--- src/rtl/fetch_pkg.sv ---
// fetch_pkg: shared state encoding and size defaults for the fetch sequencer.
package fetch_pkg;
  localparam int ADDR_W_DEF = 8;
  localparam int TIMEOUT_DEF = 15;
  localparam int INSTR_W = 16;
  typedef enum logic [2:0] {IDLE, FETCH, ISSUE, EXEC, HALTED} state_t;
endpackage

--- src/rtl/pc_counter.sv ---
// pc_counter: program counter with jump load and wrapping increment.
import fetch_pkg::*;
module pc_counter #(
  parameter int ADDR_W = ADDR_W_DEF
) (
  input  logic              clk,
  input  logic              rst,
  input  logic              inc,
  input  logic              load,
  input  logic [ADDR_W-1:0] load_val,
  output logic [ADDR_W-1:0] pc
);
  localparam logic [ADDR_W-1:0] ONE = ADDR_W'(1);
  always_ff @(posedge clk or negedge rst)
    if (!rst) pc <= '0;
    else if (load) pc <= load_val;
    else if (inc) pc <= pc + ONE;
endmodule

--- src/rtl/fetch_sequencer.sv ---
// fetch_sequencer: fetches instructions from memory, issues them and waits for execution.
import fetch_pkg::*;
module fetch_sequencer #(
  parameter int ADDR_W = ADDR_W_DEF,
  parameter int TIMEOUT = TIMEOUT_DEF
) (
  input  logic               clk,
  input  logic               rst,
  input  logic               run,
  input  logic               halt_req,
  input  logic               pc_load,
  input  logic [ADDR_W-1:0]  pc_load_val,
  output logic [ADDR_W-1:0]  mem_addr,
  output logic               mem_rd,
  input  logic               mem_ready,
  input  logic [INSTR_W-1:0] mem_data,
  output logic [INSTR_W-1:0] instr,
  output logic               new_instr,
  input  logic               done,
  output logic [ADDR_W-1:0]  pc,
  output logic               busy,
  output logic               err
);
  localparam int CW = $clog2(TIMEOUT + 1);
  localparam logic [CW-1:0] LAST = CW'(TIMEOUT - 1);
  localparam logic [CW-1:0] ONE = CW'(1);
  state_t state, nxt;
  logic [CW-1:0] cnt;
  logic halt_pend, halt_any, got, tout;
  assign halt_any = halt_pend | halt_req;
  assign got = (state == FETCH) & mem_ready;
  assign tout = (state == FETCH) & ~mem_ready & (cnt == LAST);
  assign mem_rd = state == FETCH;
  assign mem_addr = pc;
  assign new_instr = state == ISSUE;
  assign busy = (state != IDLE) & (state != HALTED);
  pc_counter #(.ADDR_W(ADDR_W)) u_pc (
    .clk(clk),
    .rst(rst),
    .inc(got),
    .load(pc_load & ((state == IDLE) | (state == EXEC))),
    .load_val(pc_load_val),
    .pc(pc)
  );
  always_comb begin
    nxt = state;
    case (state)
      IDLE:    nxt = halt_any ? HALTED : (run & ~err) ? FETCH : IDLE;
      FETCH:   nxt = mem_ready ? ISSUE : tout ? HALTED : FETCH;
      ISSUE:   nxt = EXEC;
      EXEC:    nxt = ~done ? EXEC : halt_any ? HALTED : run ? FETCH : IDLE;
      default: nxt = HALTED;
    endcase
  end
  always_ff @(posedge clk or negedge rst)
    if (!rst) begin
      state <= IDLE;
      cnt <= '0;
      halt_pend <= 1'b0;
      err <= 1'b0;
      instr <= '0;
    end else begin
      state <= nxt;
      cnt <= ((state == FETCH) & ~mem_ready) ? cnt + ONE : '0;
      halt_pend <= (nxt == HALTED) ? 1'b0 : halt_any;
      err <= err | tout;
      if (got) instr <= mem_data;
    end
endmodule

--- config.mk ---
export PLATFORM = sky130hd
export DESIGN_NAME = fetch_sequencer
export DESIGN_NICKNAME = d
export VERILOG_FILES = /design/src/rtl/fetch_pkg.sv /design/src/rtl/pc_counter.sv /design/src/rtl/fetch_sequencer.sv
export SDC_FILE = /design/constraint.sdc
export NUM_CORES = 1
export LEC_CHECK = 0
export CAP_MARGIN = 20
export CORE_UTILIZATION = 42
export DETAILED_ROUTE_END_ITERATION = 12
export GPL_TIMING_DRIVEN = 0
export PLACE_DENSITY = 0.79
export SYNTH_ARGS = -nofsm -noshare
export SYNTH_HDL_FRONTEND = slang
export SYNTH_SLANG_ARGS = --single-unit
--- constraint.sdc ---
create_clock -name clk -period 2.15 [get_ports clk]
set_input_delay 0.645 -clock clk [delete_from_list [all_inputs] [get_ports clk]]
set_output_delay 0.645 -clock clk [all_outputs]
set_load 0.01 [all_outputs]
==> metrics.yaml <==
die:
  initial_core_util_pct: 43.6
  rows: 22
  dieArea_um2: 4060
  die_y_um: 63.7
  die_w_um: 63.7
  coreArea_um2: 3660
  io_pins: 67
grt:
  grt_first_pass_wirelength_um: 6030
  track_usage_pct: 19.5
  grt_pass1_vias: 1289
  overflow: 0
  antenna_found_initial: 0
  grt_max_degree: 34
worst_setup_path:
  cp_max_fo: 7
  slowest_delay_ns: 0.52
  worstPathRequired_ns: 1.50
  crit_family: "buffers and inverters"
  crit_arrival_ns: 1.41
  end_kind: "primary output"
  cp_cell_sequence: "buf_4, clkdlybuf4s50_1"
  start_kind: "flop"
  worstSetupPathType: "reg2out"
  slowest_stage: "clkdlybuf4s50_1"
  path_buf_inv: 2
logic_synthesis:
  syn_inst: 171
  synth_warnings: 0
  yosys-top-cells-area: "dfrtp_1, nand2_1, buf_4, nor2_1, ha_1"
  async_flop_share_pct: 100
  yosys-top-cells-count: "nand2_1, dfrtp_1, nor2_1"
  yosysUniqueCellTypes: 35
  yosysTopAreaCell: "dfrtp_1"
  synth_edf_count: 0
  yosysMostFrequentCell: "nand2_1"
  seq_area_frac_synth_pct: 51.7
  synth-seq-cells: 33
  yosys.area.top_type_share_pct: 51.7
  avgSynthCellArea_um2: 9.34
  syn_nets: 205
  syn-cell-area_um2: 1600
  synthFlopType: "dfrtp_1"
clock_tree:
  cts_buffer_depth: 2
  worstSkewPairLatency_ns: 0.28
  cts_buffers: 5
  htree_num_levels: 2
  root_buffer: "clkbuf_8"
  path_clk_slew_ns: 0.07
  cts_tree: "done"
  cts.sinks: 33
routing:
  routed_wl_um: 3640
  drc_errors: 0
  avgViaCountPerCell: 4.82
  wl_per_cell_um: 12.3
  postRouteAntennaNets: 0
  dr.pass1.iters: 5
  drt-initial-drc-count: 78
  num_vias: 1433
pwr:
  seq_power_share_pct: 47.8
  p_comb_share_pct: 15.7
  p_int_mw: 1.08
  irDropWorstVdd_uv: 454
  power.density_nw_per_um2: 572
  switchingPower_uw: 320
  swShare_pct: 22.9
  power.leakage_nw: 1.16
  clockPowerShare_pct: 36.5
timing:
  min_period_over_period_pct: 95.8
  setup_viol: 0
  final.setup_skew_ns: 0.00309
  finalWorstSetupSlack_ns: 0.0901
  drv_slew: 0
  worst_hold_slack_ns: 0.417
  fin_crit_ns: 2.06
  maxSlewHeadroom_pct: 51.5
  fmax_mhz: 485
  tightest_slew_ns: 0.727
  hold_violations: 0
  fin_tns_setup_ns: 0
  rsz0062_at_grt: "no"
final_layout:
  fin_nets: 282
  final_area_um2: 2440
  regArea_um2: 826
  n_antenna_cell: 0
  drive_gt1_share_pct: 14.1
  synthToLayoutAreaGrowth_pct: 52.9
  multi_input_area_um2: 649
  final.fill_count: 300
outcome:
  status: "completed"
placement:
  place_area_um2: 2310
  io_buffers: 66
  dp_hpwl_um: 2490
  dp_slack_ns: -0.0472
  gp_congestion: 0.790
hold_path:
  hold_class: "in2async"
run:
  drv_cap: 0
[per-layer routing]
layer  vias up  part of all wire, %  track usage, %
met5         -                    0               0
met4         0                  2.0            8.52
met3         8                  6.7            5.80
li1        706                    -               -
met2        61                   48            29.8
met1       658                   43            25.4
[power by group through the flow]
stage / registers, mW / clock network (mW) / logic (mW)
2_1_floorplan: 0.686 / 0 / 0.0636
3_3_place_gp: 0.679 / 0 / 0.219
3_5_place_dp: 0.680 / 0 / 0.220
4_1_cts: 0.669 / 0.522 / 0.221
5_1_grt: 0.672 / 0.546 / 0.236
6_report: 0.669 / 0.510 / 0.219
[final cells by class]
class	count	share of cell area, %
buffer	17	4.81
clock buffer	7	3.94
clock inverter	1	0.205
inverter	3	0.461
multi-input combinational	118	26.6
sequential	33	33.8
tap	48	2.46
timing repair buffer	70	27.8
[state kept, by name (all words and copies together) (netlist names)]
register and flops:
instr 16, err 1, u_pc.pc 8, cnt 4
halt_pend 1, state 3
[layout by cell type, fill, tap and decap left out, types with 3 or more instances in the layout]
cell	netlist	layout
a21oi_1	3	3
xnor2_1	4	4
nand2_1	56	56
clkbuf_8	0	7
ha_1	3	3
buf_2	5	6
nand3_1	5	5
buf_4	9	13
clkdlybuf4s50_1	0	62
inv_1	3	3
a221o_1	3	3
o21ai_0	5	5
nor2_1	11	11
dfrtp_1	33	33
[through the flow]
step	instances	total power [mW]	util, %
after global placement	285	0.898	63.3
after floorplan	171	0.749	-
after detailed placement	285	0.900	63.2
after CTS	293	1.41	66.1
after global routing	297	1.45	66.7
final	297	1.40	66.7
[cells by family after synthesis]
logic type / share of synthesized area, %
AO/OA/AOI/OAI: 6.11
adder cells (fa/ha/maj): 2.35
buffers and inverters: 7.67
flip-flops: 51.7
AND/OR/NAND/NOR: 28.7
XOR/XNOR: 2.74
multiplexers: 0.705
[timing repair]
action                                 in CTS  in global routing
endpoints found under the hold margin       0                  0
setup endpoints to repair                   3                  1
cloned                                      0                  0
buffers inserted                            0                  4
pin swaps                                   1                  1
resized for setup                           7                  1
hold buffers                                0                  0
[path summary, 6_finish.rpt]
path | from | cells past startpoint | endpoint | slack, ns
worst min-delay path | rst | 1 | state[2] | 0.42
worst min register to register | instr[8] | 2 | instr[8] | 0.47
max in group asynchronous | rst | 1 | instr[5] | 1.26
min in group clk | instr[8] | 2 | instr[8] | 0.47
worst max register to register | state[2] | 6 | u_pc.pc[6] | 0.45
worst max-delay path | u_pc.pc[2] | 2 | pc[2] | 0.09
Note: power is estimated with default switching activity, not from simulation.
